## src/rtl/ps2_bbc_keyboard_pkg.sv

```systemverilog
// Shared types for the PS/2 to BBC Micro keyboard bridge: decoder states,
// key-map entries, prefix/special scan-code constants and the scan-code map.
package ps2_bbc_keyboard_types;

    typedef enum logic [1:0] {
        DEC_NORMAL,
        DEC_EXT,
        DEC_REL,
        DEC_EXT_REL
    } dec_state_t;

    typedef struct packed {
        logic       valid;
        logic       is_break;
        logic [3:0] column;
        logic [2:0] row;
    } key_map_t;

    localparam logic [7:0] CODE_EXT      = 8'hE0;
    localparam logic [7:0] CODE_REL      = 8'hF0;
    localparam logic [7:0] CODE_BAT      = 8'hAA;
    localparam logic [7:0] CODE_ZERO     = 8'h00;
    localparam logic [7:0] CODE_OVERRUN  = 8'hFF;
    localparam logic [7:0] CODE_PAUSE    = 8'hE1;
    localparam logic [7:0] CODE_ACK      = 8'hFA;
    localparam logic [7:0] CODE_RESEND   = 8'hFE;
    localparam logic [7:0] CODE_ECHO     = 8'hEE;

    function automatic key_map_t mk(input int col, input int row);
        mk = '{valid: 1'b1, is_break: 1'b0, column: 4'(col), row: 3'(row)};
    endfunction

    // Row 0 of columns 2..9 carries the DIP switches; column c uses dip[9-c].
    function automatic logic [79:0] dip_matrix(input logic [7:0] dip);
        dip_matrix = '0;
        for (int c = 2; c <= 9; c++) dip_matrix[c*8] = dip[9-c];
    endfunction

    // {extended, set-2 code} -> BBC column/row. PC F10 is f0, F11/End are Copy.
    function automatic key_map_t map_key(input logic extended, input logic [7:0] code);
        map_key = '0;
        case ({extended, code})
            9'h012, 9'h059:                 map_key = mk(0, 0);
            9'h014, 9'h114:                 map_key = mk(1, 0);
            9'h007:                         map_key = '{valid: 1'b1, is_break: 1'b1, column: 4'd0, row: 3'd0};
            9'h015:                         map_key = mk(0, 1);
            9'h026, 9'h07A:                 map_key = mk(1, 1);
            9'h025, 9'h06B:                 map_key = mk(2, 1);
            9'h02E, 9'h073:                 map_key = mk(3, 1);
            9'h00C:                         map_key = mk(4, 1);
            9'h03E, 9'h075:                 map_key = mk(5, 1);
            9'h083:                         map_key = mk(6, 1);
            9'h04E:                         map_key = mk(7, 1);
            9'h055:                         map_key = mk(8, 1);
            9'h16B:                         map_key = mk(9, 1);
            9'h009:                         map_key = mk(0, 2);
            9'h01D:                         map_key = mk(1, 2);
            9'h024:                         map_key = mk(2, 2);
            9'h02C:                         map_key = mk(3, 2);
            9'h03D, 9'h06C:                 map_key = mk(4, 2);
            9'h043:                         map_key = mk(5, 2);
            9'h046, 9'h07D:                 map_key = mk(6, 2);
            9'h045, 9'h070:                 map_key = mk(7, 2);
            9'h00E:                         map_key = mk(8, 2);
            9'h172:                         map_key = mk(9, 2);
            9'h016, 9'h069:                 map_key = mk(0, 3);
            9'h01E, 9'h072:                 map_key = mk(1, 3);
            9'h023:                         map_key = mk(2, 3);
            9'h02D:                         map_key = mk(3, 3);
            9'h036, 9'h074:                 map_key = mk(4, 3);
            9'h03C:                         map_key = mk(5, 3);
            9'h044:                         map_key = mk(6, 3);
            9'h04D:                         map_key = mk(7, 3);
            9'h054:                         map_key = mk(8, 3);
            9'h175:                         map_key = mk(9, 3);
            9'h058:                         map_key = mk(0, 4);
            9'h01C:                         map_key = mk(1, 4);
            9'h022:                         map_key = mk(2, 4);
            9'h02B:                         map_key = mk(3, 4);
            9'h035:                         map_key = mk(4, 4);
            9'h03B:                         map_key = mk(5, 4);
            9'h042:                         map_key = mk(6, 4);
            9'h052:                         map_key = mk(8, 4);
            9'h05A, 9'h15A:                 map_key = mk(9, 4);
            9'h011:                         map_key = mk(0, 5);
            9'h01B:                         map_key = mk(1, 5);
            9'h021:                         map_key = mk(2, 5);
            9'h034:                         map_key = mk(3, 5);
            9'h033:                         map_key = mk(4, 5);
            9'h031:                         map_key = mk(5, 5);
            9'h04B:                         map_key = mk(6, 5);
            9'h04C:                         map_key = mk(7, 5);
            9'h05B:                         map_key = mk(8, 5);
            9'h066, 9'h171:                 map_key = mk(9, 5);
            9'h00D:                         map_key = mk(0, 6);
            9'h01A:                         map_key = mk(1, 6);
            9'h029:                         map_key = mk(2, 6);
            9'h02A:                         map_key = mk(3, 6);
            9'h032:                         map_key = mk(4, 6);
            9'h03A:                         map_key = mk(5, 6);
            9'h041:                         map_key = mk(6, 6);
            9'h049:                         map_key = mk(7, 6);
            9'h04A:                         map_key = mk(8, 6);
            9'h078, 9'h169:                 map_key = mk(9, 6);
            9'h076:                         map_key = mk(0, 7);
            9'h005:                         map_key = mk(1, 7);
            9'h006:                         map_key = mk(2, 7);
            9'h004:                         map_key = mk(3, 7);
            9'h003:                         map_key = mk(4, 7);
            9'h00B:                         map_key = mk(5, 7);
            9'h00A:                         map_key = mk(6, 7);
            9'h001:                         map_key = mk(7, 7);
            9'h05D:                         map_key = mk(8, 7);
            9'h174:                         map_key = mk(9, 7);
            default:                        map_key = '0;
        endcase
    endfunction

endpackage

```

## src/rtl/ps2_bbc_keyboard_receiver.sv

```systemverilog
// PS/2 device-to-host frame receiver: input synchronisers, falling-edge
// sampling FSM with odd-parity/stop checks, and an inter-edge timeout.
module ps2_receiver #(
    parameter int timeout_cycles = 8192
) (
    input  logic       clk,
    input  logic       reset_n,
    input  logic       ps2_clk,
    input  logic       ps2_data,
    output logic       byte_valid,
    output logic [7:0] byte_data,
    output logic       rx_error
);

    localparam logic [1:0] ST_IDLE   = 2'd0;
    localparam logic [1:0] ST_DATA   = 2'd1;
    localparam logic [1:0] ST_PARITY = 2'd2;
    localparam logic [1:0] ST_STOP   = 2'd3;

    localparam int             TW         = $clog2(timeout_cycles + 1);
    localparam logic [TW-1:0]  TIMER_LAST = TW'(timeout_cycles - 1);

    logic [1:0]    clk_sync;
    logic [1:0]    data_sync;
    logic          clk_prev;
    logic          fall;
    logic [1:0]    state;
    logic [2:0]    bit_cnt;
    logic [7:0]    shift_reg;
    logic          parity_ok;
    logic [TW-1:0] timer;

    assign fall = clk_prev & ~clk_sync[1];

    // NOTE: every register here is written with <= so all updates see the
    // pre-edge values; mixing in = would make the result order-dependent.
    always_ff @(posedge clk or negedge reset_n) begin
        if (!reset_n) begin
            clk_sync   <= 2'b11;
            data_sync  <= 2'b11;
            clk_prev   <= 1'b1;
            state      <= ST_IDLE;
            bit_cnt    <= '0;
            shift_reg  <= '0;
            parity_ok  <= 1'b0;
            timer      <= '0;
            byte_valid <= 1'b0;
            byte_data  <= '0;
            rx_error   <= 1'b0;
        end else begin
            clk_sync   <= {clk_sync[0], ps2_clk};
            data_sync  <= {data_sync[0], ps2_data};
            clk_prev   <= clk_sync[1];
            byte_valid <= 1'b0;
            rx_error   <= 1'b0;

            // Idle link or fresh edge keeps the watchdog at zero; it stops at the limit.
            if (state == ST_IDLE || fall) begin
                timer <= '0;
            end else if (timer >= TIMER_LAST) begin
                timer    <= '0;
                rx_error <= 1'b1;
                state    <= ST_IDLE;
            end else begin
                timer <= timer + 1'b1;
            end

            if (fall) begin
                case (state)
                    ST_IDLE: begin
                        if (!data_sync[1]) begin
                            state   <= ST_DATA;
                            bit_cnt <= '0;
                        end
                    end
                    ST_DATA: begin
                        shift_reg <= {data_sync[1], shift_reg[7:1]};
                        bit_cnt   <= bit_cnt + 1'b1;
                        if (bit_cnt == 3'd7) state <= ST_PARITY;
                    end
                    ST_PARITY: begin
                        parity_ok <= ^{shift_reg, data_sync[1]};
                        state     <= ST_STOP;
                    end
                    default: begin
                        if (data_sync[1] && parity_ok) begin
                            byte_valid <= 1'b1;
                            byte_data  <= shift_reg;
                        end else begin
                            rx_error <= 1'b1;
                        end
                        state <= ST_IDLE;
                    end
                endcase
            end
        end
    end

endmodule

```

## src/rtl/ps2_bbc_keyboard.sv

```systemverilog
// PS/2 keyboard to BBC Micro key-down matrix: prefix decoding, scan-code
// mapping, Break tracking and DIP switches forced into row 0.
module ps2_bbc_keyboard
    import ps2_bbc_keyboard_types::*;
#(
    parameter int         timeout_cycles = 8192,
    parameter logic [7:0] dip_switches   = 8'h00
) (
    input  logic        clk,
    input  logic        reset_n,
    input  logic        ps2_clk,
    input  logic        ps2_data,
    output logic        bbc_keyboard__reset_pressed,
    output logic [63:0] bbc_keyboard__keys_down_cols_0_to_7,
    output logic [15:0] bbc_keyboard__keys_down_cols_8_to_9,
    output logic        rx_error
);

    localparam logic [79:0] DIP_MASK = dip_matrix(8'hFF);
    localparam logic [79:0] DIP_BITS = dip_matrix(dip_switches);

    logic        byte_valid;
    logic [7:0]  byte_data;
    dec_state_t  dec_state;
    dec_state_t  dec_next;
    key_map_t    entry;
    logic        extended;
    logic        key_release;
    logic        clear_all;
    logic        key_event;
    logic [6:0]  key_idx;
    logic [79:0] keys_q;
    logic [79:0] keys_next;
    logic        reset_next;

    ps2_receiver #(.timeout_cycles(timeout_cycles)) u_receiver (
        .clk        (clk),
        .reset_n    (reset_n),
        .ps2_clk    (ps2_clk),
        .ps2_data   (ps2_data),
        .byte_valid (byte_valid),
        .byte_data  (byte_data),
        .rx_error   (rx_error)
    );

    // NOTE: every signal driven here gets a default before any branch, so no
    // path leaves a value unassigned and no latch is inferred.
    always_comb begin
        extended    = (dec_state == DEC_EXT) || (dec_state == DEC_EXT_REL);
        key_release = (dec_state == DEC_REL) || (dec_state == DEC_EXT_REL);
        entry       = map_key(extended, byte_data);
        key_idx     = {entry.column, entry.row};
        dec_next    = dec_state;
        clear_all   = 1'b0;
        key_event   = 1'b0;

        if (byte_valid) begin
            dec_next = DEC_NORMAL;
            if (dec_state == DEC_NORMAL && byte_data == CODE_EXT) begin
                dec_next = DEC_EXT;
            end else if (byte_data == CODE_REL && dec_state == DEC_NORMAL) begin
                dec_next = DEC_REL;
            end else if (byte_data == CODE_REL && dec_state == DEC_EXT) begin
                dec_next = DEC_EXT_REL;
            end else if (dec_state == DEC_NORMAL &&
                         byte_data inside {CODE_BAT, CODE_ZERO, CODE_OVERRUN}) begin
                clear_all = 1'b1;
            end else if (!(dec_state == DEC_NORMAL &&
                           byte_data inside {CODE_PAUSE, CODE_ACK, CODE_RESEND, CODE_ECHO})) begin
                key_event = entry.valid;
            end
        end

        keys_next  = keys_q;
        reset_next = bbc_keyboard__reset_pressed;
        if (clear_all) begin
            keys_next  = '0;
            reset_next = 1'b0;
        end else if (key_event && entry.is_break) begin
            reset_next = !key_release;
        end else if (key_event) begin
            keys_next[key_idx] = !key_release;
        end
        keys_next = (keys_next & ~DIP_MASK) | DIP_BITS;
    end

    always_ff @(posedge clk or negedge reset_n) begin
        if (!reset_n) begin
            dec_state                   <= DEC_NORMAL;
            keys_q                      <= DIP_BITS;
            bbc_keyboard__reset_pressed <= 1'b0;
        end else begin
            dec_state                   <= dec_next;
            keys_q                      <= keys_next;
            bbc_keyboard__reset_pressed <= reset_next;
        end
    end

    assign bbc_keyboard__keys_down_cols_0_to_7 = keys_q[63:0];
    assign bbc_keyboard__keys_down_cols_8_to_9 = keys_q[79:64];

endmodule

```

## config.mk

```make
export PLATFORM = sky130hd
export DESIGN_NAME = ps2_bbc_keyboard
export DESIGN_NICKNAME = d
export VERILOG_FILES = /design/src/rtl/ps2_bbc_keyboard_pkg.sv /design/src/rtl/ps2_bbc_keyboard_receiver.sv /design/src/rtl/ps2_bbc_keyboard.sv
export SDC_FILE = /design/constraint.sdc
export NUM_CORES = 1
export LEC_CHECK = 0
export BUFFER_PORTS_ARGS = -buffer_cell sky130_fd_sc_hd__buf_2
export CAP_MARGIN = 15
export CORE_MARGIN = 10
export CORE_UTILIZATION = 40
export CTS_BUF_LIST = sky130_fd_sc_hd__clkbuf_8
export DETAILED_ROUTE_END_ITERATION = 10
export PLACE_DENSITY = 0.72
export SLEW_MARGIN = 10
export SYNTH_ARGS = -nofsm -noshare
export SYNTH_HDL_FRONTEND = slang
export SYNTH_SLANG_ARGS = --single-unit
```

## constraint.sdc

```tcl
create_clock -name clk -period 3.4 [get_ports clk]
set_input_delay 0.34 -clock clk [delete_from_list [all_inputs] [get_ports clk]]
set_output_delay 0.34 -clock clk [all_outputs]
set_load 0.02 [all_outputs]
```

# --- Word level (Yosys, flattened, before mapping) ---
# Cells that the tools add are included.
totals:
  regBits: 118
  output_inout_bits: 82
  elab_cells: 208
classes:
  addsub: 2
  magnitude_cmp: 3
  eq_ne: 103
  muxes: 41
  bitwise: 3
  n_reduce_logical: 42
op_table:
  columns: ["operator", "count"]
  rows:
  - ["9-bit case mux with 72 select lines", 1]
  - ["9-bit by 7-bit equality test with 1-bit output (second input constant)", 33]
  - ["80-bit two-way mux", 3]
  - ["9-bit by 6-bit equality test with 1-bit output (second input constant)", 23]
  - ["9-bit by 5-bit equality test with 1-bit output (second input constant)", 10]
  - ["80-bit bitwise mux", 1]
  - ["9-bit equality test (second input constant)", 8]
  - ["8-bit equality test (second input constant)", 8]
  - ["9-bit by 4-bit equality test with 1-bit output (second input constant)", 6]
  - ["9-bit by 3-bit equality test with 1-bit output (second input constant)", 4]
  - ["2-bit OR reduction", 15]
  - ["14-bit two-way mux", 2]
  - ["1-bit two-way mux", 22]
  - ["2-bit two-way mux", 8]
  - ["14-bit by 1-bit adder with 14-bit output (second input constant)", 1]
  - ["14-bit by 13-bit greater-or-equal comparator with 1-bit output (second input constant)", 1]
  - ["9-bit by 1-bit equality test with 1-bit output (second input constant)", 1]
  - ["9-bit by 2-bit equality test with 1-bit output (second input constant)", 1]
  - ["9-bit by 8-bit equality test with 1-bit output (second input constant)", 1]
  - ["9-bit XOR reduction", 1]
  - ["1-bit logical AND", 8]
  - ["8-bit zero test", 1]
  - ["7-bit by 8-bit < comparator with 1-bit output (second input constant)", 1]
  - ["1-bit demux with 7-bit select", 1]
  - ["other kinds (20)", 33]

# --- Longest topological paths before layout ---
# Gate-level depths: netlist of the first run.
logic_depth:
  ltp_word: 14
  depth_mapped: 14
  depth_no_buf: 8

# --- Modules after synthesis ---
# A second synthesis of the first run with hierarchy kept.
hier_totals:
  cells_unflattened: 762
  area_unflattened_um2: 7257.0
modules_own_cells:
  columns: ["module", "n_inst", "cells_per_inst", "area_per_inst_um2", "seq_area_each_um2"]
  rows:
  - ["ps2_bbc_keyboard", 1, 622, 5416.4, 1876.8]
  - ["ps2_receiver", 1, 140, 1840.5, 1082.3]

# --- Worst setup path after synthesis of the first run ---
# OpenSTA, ideal clock, no wires.
synth_path:
  path_type: "reg-to-reg"
  startpoint: "register u_receiver.byte_data[5]"
  endpoint: "register keys_q[7]"
  arrival_ns: 3.112
  required_ns: 3.322
  setup_slack_ns: 0.210
  path_stages_with_launch: 13
  path_buffers: 4
  cell_sequence: "dfrtp_1 > buf_6 > buf_6 > buf_6 > nor3b_1 > o211a_1 > a311oi_2 > o32ai_2 > or4_1 > or4_4 > buf_6 > or3_1 > a21oi_1"
synth_via:
  elab_chain_len: 12
  elab_cells_between_ends: 143
synth_lines:
  columns: ["element", "line_no", "rtl"]
  rows:
  - ["start: declaration", "ps2_bbc_keyboard_receiver.sv:11", "output logic [7:0] byte_data,"]
  - ["start signal: assignment", "ps2_bbc_keyboard_receiver.sv:88", "byte_data <= shift_reg;"]
  - ["branches (longest 12 deep; another with 7-bit by 8-bit < comparator with 1-bit output)", null, null]
  - ["end signal: assignment", "ps2_bbc_keyboard.sv:94", "keys_q <= keys_next;"]
  - ["end: declaration", "ps2_bbc_keyboard.sv:32", "logic [79:0] keys_q;"]
# Parallel ways; which one is timed is not known. The select of a mux whose other input is x is not followed.
# A chain may end at the register's enable or synchronous reset.

# --- Worst setup path after layout of the first run ---
layout_path:
  startpoint: "register u_receiver.byte_data[5]"
  endpoint: "register keys_q[2]"
# The elaborated chain is that of the path after synthesis.

==> results of run 1 <==
-- report_power, final --
group	switching (µW)	internal (µW)
registers	61.1	1460
logic	132	138
clock network	591	714
total	784	2310
-- metal layers --
layer	vias to the layer above	share of wire (%)	routed length, µm
met3	42	7.3	1680
li1	3215	-	-
met5	-	0	0
met4	0	2.5	582
met2	275	46	10700
met1	3326	44	10100
-- per-stage QoR --
step                power [µW]  cell area [µm²]
floorplan                 1740             7280
global placement          1810             8360
detailed placement        1820             8360
CTS                       3130             8790
global route              3230             8920
finish                    3100             8920
-- timing repair --
action                                 4_1_cts  5_1_grt
endpoints found under the hold margin        2        0
hold buffers                                 2        0
setup endpoints to repair                   12       64
pin swaps                                    0        4
setup buffers                                0        9
gates resized for setup                      3       18
-- cell usage after synthesis (16+ instances only) --
cell | count | area, µm²
o21ai_0 | 35 | 175
nor3_1 | 40 | 200
a21oi_1 | 34 | 170
nand4_1 | 19 | 119
clkbuf_1 | 41 | 154
nand2_1 | 71 | 267
buf_4 | 18 | 135
or3_1 | 27 | 169
mux2i_1 | 42 | 420
nand2b_1 | 16 | 100
dfrtp_1 | 113 | 2830
nor2_1 | 50 | 188
nand3_1 | 44 | 220
-- critical path, cell delays in order, from the launching register on --
cell	delay [ps]
dfrtp_2	460
buf_4	170
nor3b_1	130
o211a_1	240
a311oi_4	300
o32ai_2	150
or4_1	560
or4_4	610
buf_12	160
or3_1	290
a21oi_1	130
-- layout make-up --
cell class / count / area, µm²
clock buffers: 17 / 234
clock inverters: 15 / 164
fillers: 1671 / 8980
inverters: 5 / 18.8
multi-input cells: 601 / 3930
flip-flops and latches: 118 / 2970
well taps: 229 / 287
repair buffers: 194 / 1320
-- cell families (layout without fill, tap and decap cells) --
logic type               count (synthesis)  in the layout
flip-flops                             118            118
multiplexers                            57             57
AND/OR/NAND/NOR                        357            357
adder cells (fa/ha/maj)                  3              3
buffers and inverters                   86            231
AO/OA/AOI/OAI                          154            154
other                                    1              8
XOR/XNOR                                22             22
-- worst paths after layout --
check,startpoint,end,cells after the start
min in group clk,u_receiver.data_sync[0]$_DFF_PN1_,u_receiver.data_sync[1]$_DFF_PN1_,0
hold reg to reg,u_receiver.data_sync[0]$_DFF_PN1_,u_receiver.data_sync[1]$_DFF_PN1_,0
setup reg to reg,u_receiver.byte_data[5]$_DFFE_PN0P_,keys_q[2]$_DFFE_PN0P_,10
setup / recovery,u_receiver.byte_data[5]$_DFFE_PN0P_,keys_q[2]$_DFFE_PN0P_,10
hold / removal,reset_n,keys_q[54]$_DFFE_PN0P_,1
max in group asynchronous,reset_n,u_receiver.byte_data[7]$_DFFE_PN0P_,2
==> metrics.md, run 1 <==
| Metric | Value |
|---|---|
| Area Growth Syn to Fin | 23.1% |
| PnR worst setup slack | roughly 110 ps |
| Clk sinks | ~120 |
| Dpl ws | -53.1 ps |
| Final hold violations | 15 |
| Highest-count cells in the layout ignoring fill and taps | 111 x buf_4, 104 x dfrtp_1, 76 x buf_2 |
| XOR/XNOR Fraction of Synth Area | ~2.7% |
| Die height | 155 µm |
| FF+latch count, synth | about 120 |
| Setup crit start kind | flip-flop |
| Full die area | between 20000 and 25000 µm² |
| Clock slew at reported path FFs | 70 ps |
| Tot GR Track Use | a little under a fifth |
| Antenna diodes | 0 |
| Final Setup Violations | 0 |
| Setup Skew | 9.80 ps |
| 1st-iter DRT viols | between 700 and 800 |
| Largest family of logic cells by synthesized area | simple AND/OR/NAND/NOR gates |
| Failing checks | hold timing |
| IO buf count | 77 |
| Simple-gate portion of the synthesized area | 27.0% |
| Worst reg2reg setup slack | about 110 ps |
| CTS Buf Count | 17 |
| M3 GR Usage | roughly 4.5% |
| Grt total ovfl | 0 |
| H-tree depth | 4 |
| Ports | 86 |
| Post-Synth Adder-Cell Area | less than 1% |
| Share of layout cells above drive strength 1 | slightly below 30% |
| Met2 Resource Use GR | 29.2% |
| Core Area | around 18000 µm² |
| Drt first pass iters | 8 |
| Compound-Gate Fraction of Synth Area | 14.6% |
| Gate Count Post-Synth | ~800 |
| Routed wire length | 23000 µm |
| Top FF cell, synth | dfrtp_1 |
| Crit path DAT | between 3000 and 4000 ps |
| P per Cell Area | roughly 350 nW/µm² |
| Largest net degree at the start of global routing | between 60 and 70 |
| DRC | 0 |
| Async SR Flop Fraction | 100% |
| Initial antenna violation count | 0 |
| Pleak | around 0.0042 µW |
| Fin Setup TNS | 0 ps |
| Max-cap violation count | 0 |
| Top reg by flops | keys_q |
| Met1 usage | between 20% and 30% |
| Least-Margin Pin Slew | around 820 ps |
| CP Capture Type | flip-flop |
| CTS root buf | clkbuf_8 |
| Number of flops mapped to enable cells by yosys | 0 |
| Vias in the first global route | approximately 6500 |
| WHS | -21.7 ps |
| Non-Filler Instances | 1179 |
| Initial core utilization | 40.5% |
| Largest regs | keys_q: 72 flops, u_receiver.timer: 14 flops |
| DRT antenna net count | 0 |
| DP HPWL | 16900 µm |
| Clk_lat worst skew | 450 ps |
| Final Critical Period | roughly 3300 ps |
| Setup repair after global routing missed its margin | false |
| Yosys warns | 0 |
| Worst EP required | about 3800 ps |
| Register area share after synthesis | between 40% and 50% |
| Deepest clock path buffer count | 2 |
| Fin util | 49.8% |
| Max Fclk | 304 MHz |
| Fin nets | around 940 |
| GPL Wtd Cong | roughly 1.0 |
| Synthesized cell area | between 7000 and 8000 µm² |
| Final Cycle Share | between 90% and 100% |
| CTS tree | done |
| First-pass GRT wire length | 36400 µm |
| Placed cells | 1135 |
| Status | finished, violations left |
| Synthesized area per cell | approximately 9 µm² |
| CP max FO | 8 |
| Slew Limit Fails | 0 |
| Grt peak-use layer | met2 |
| Die width | 155 µm |
| Unique masters post-synth | 70 |
| Type of the worst setup path | reg -> reg |
| DR WL/cell | 19.5 µm |
| Core Rows | slightly below 50 |
| Worst VDD drop | 664 µV |
| Most common cell after layout, fill and taps aside | buf_4 |
| Relative slew slack | a little under half |
| Worst hold path class | in -> async |
| Mux share of post-synthesis cell area | under 10% |
| Vias per cell | 5.82 |
| Via Count | about 6900 |
| Max FFs per register | 72 |
Power figures use the tool's default switching activity.
==> inputs of run 2 (changes only) <==
--- a/config.mk
+++ b/config.mk
@@ -12,6 +12,7 @@
 export CTS_BUF_LIST = sky130_fd_sc_hd__clkbuf_8
 export DETAILED_ROUTE_END_ITERATION = 10
 export PLACE_DENSITY = 0.72
+export RECOVER_POWER = 25
 export SLEW_MARGIN = 10
 export SYNTH_ARGS = -nofsm -noshare
 export SYNTH_HDL_FRONTEND = slang
==> metrics.md, run 2 (synthesis results as in run 1) <==
| Metric | Value |
|---|---|
| Status | finished, violations left |
| Failing checks | capacitance limit, slew limit |
| Worst EP required | roughly 3800 ps |
| Cell area after layout | 8910 µm² |
| Top reg by flops | keys_q |
| Clk_lat worst skew | about 450 ps |
| Fin util | between 40% and 50% |
| Critical path depth in cells | 10 |
| Clk sinks | approximately 120 |
| Core Rows | 49 |
| H-tree depth | 4 |
| Antenna diodes | 0 |
| CTS Buf Count | 17 |
| Max FFs per register | between 70 and 80 |
| PnR worst setup slack | ~100 ps |
| Vias per cell | about 5.8 |
| Area Growth Syn to Fin | 22.9% |
| Reg2reg end | keys_q[2]$_DFFE_PN0P_ |
| Worst VDD drop | 665 µV |
| Crit path DAT | between 3000 and 4000 ps |
| Max Fclk | between 300 and 400 MHz |
| DRC | 0 |
| Highest-count cells in the layout ignoring fill and taps | 110 x buf_4, 104 x dfrtp_1, 76 x buf_2 |
| Fin nets | ~940 |
| Pleak | around 0.0042 µW |
| P per Cell Area | 347 nW/µm² |
| Full die area | about 24000 µm² |
| Core Area | 17900 µm² |
| DP HPWL | 16900 µm |
| Deepest clock path buffer count | 2 |
| Vias in the first global route | between 6000 and 7000 |
| Drt first pass iters | 6 |
| CP Capture Type | flip-flop |
| Ports | 86 |
| Die height | between 150 and 200 µm |
| Cells along the critical path | buf_4 > nor3b_1 > o211a_1 > a311oi_4 > o32ai_2 > or4_1 > or4_4 > buf_12 > or3_1 > a21oi_1 |
| Initial antenna violation count | 0 |
| Via Count | around 7000 |
| Setup crit start | u_receiver.byte_data[5]$_DFFE_PN0P_ |
| CP max FO | 8 |
| CTS root buf | clkbuf_8 |
| Final Cycle Share | roughly 97% |
| Largest stage delay on the critical path | 610 ps |
| Type of the worst setup path | reg -> reg |
| Dpl ws | -53.1 ps |
| Tot GR Track Use | 18.8% |
| Least-Margin Pin Slew | between 1500 and 2000 ps |
| Most common cell after layout, fill and taps aside | buf_4 |
| Setup Skew | between 10 and 15 ps |
| Final Critical Period | between 3000 and 4000 ps |
| GPL Wtd Cong | slightly above 1 |
| DRT antenna net count | 0 |
| Worst reg2reg setup slack | between 100 and 150 ps |
| Area after DPL | 8360 µm² |
| 1st-iter DRT viols | approximately 750 |
| WHS | 273 ps |
| Setup repair after global routing missed its margin | false |
| Reg2Reg Depth | 10 |
| Clock slew at reported path FFs | 70 ps |
| Share of layout cells above drive strength 1 | between 20% and 30% |
| Final Setup Violations | 0 |
| Fill count | roughly 1700 |
| FF-to-FF Start | u_receiver.byte_data[5]$_DFFE_PN0P_ |
| Setup crit start kind | flip-flop |
| Largest net degree at the start of global routing | 64 |
| IO buf count | 77 |
| Initial core utilization | approximately 41% |
| Final hold violations | 0 |
| Routed wire length | between 20000 and 25000 µm |
| Slew Limit Fails | roughly 110 |
| First-pass GRT wire length | around 36000 µm |
| Critical path buffer and inverter count | 2 |
| DR WL/cell | a little under 20 µm |
| CTS tree | done |
| Worst hold path class | in -> async |
| Largest regs | keys_q: 72 flops, u_receiver.timer: 14 flops |
| Grt total ovfl | 0 |
| Max-cap violation count | 2 |
| Delay-heaviest family, CP | simple AND/OR/NAND/NOR gates |
| Die width | 155 µm |
| Relative slew slack | -19.9% |
| Critical Path Slowest Stage Cell | or4_4 |
==> run 2: stage by stage <==
step                      power [µW]  std cells  TNS (ps)
after global routing            3230       1179         0
after global placement          1810       1135     -21.3
after floorplan                 1740        805         0
final                           3100       1179         0
after detailed placement        1820       1135      -224
after CTS                       3130       1169         0
==> run 2: worst max-delay path by stage <==
stage | slack, ps | end
after global routing | 0.1 | keys_q[7]$_DFFE_PN0P_
after CTS | 30 | keys_q[2]$_DFFE_PN0P_
after global placement | -8 | keys_q[7]$_DFFE_PN0P_
after floorplan | 210 | keys_q[7]$_DFFE_PN0P_
final | 100 | keys_q[2]$_DFFE_PN0P_
after detailed placement | -50 | keys_q[21]$_DFFE_PN0P_
==> run 2: power breakdown <==
part	internal, µW	switching (µW)
logic	136	132
registers	1460	62.1
clock network	713	592
==> run 2: cell type report <==
| cell class | instances | area (µm²) | share of cell area (%) |
|---|---|---|---|
| tap | 229 | 287 | 3.21 |
| multi-input combinational | 601 | 3930 | 44.1 |
| timing repair buffer | 194 | 1310 | 14.7 |
| inverter | 5 | 18.8 | 0.211 |
| sequential | 118 | 2970 | 33.3 |
| clock buffer | 17 | 234 | 2.63 |
| clock inverter | 15 | 164 | 1.84 |
==> run 2: worst register-to-register path: stages (launching register included) <==
cell,delay [ps]
dfrtp_2,460
buf_4,170
nor3b_1,140
o211a_1,240
a311oi_4,300
o32ai_2,150
or4_1,570
or4_4,610
buf_12,160
or3_1,300
a21oi_1,130
==> run 2: what timing repair did <==
action / 4_1_cts / 5_1_grt
endpoints found under the setup margin: 12 / 64
hold buffers: 2 / 0
resized for setup: 3 / 18
pin swaps: 0 / 4
setup buffers: 0 / 9
endpoints found under the hold margin: 2 / 0
==> run 2: layer usage <==
layer / GRT usage (%) / wire length [µm] / up-vias / share of wire (%)
met5: 0 / 0 / - / 0
met3: 4.49 / 1600 / 52 / 6.9
met4: 7.24 / 651 / 0 / 2.8
li1: - / - / 3213 / -
met1: 24.6 / 10100 / 3302 / 44
met2: 29.2 / 10600 / 295 / 46
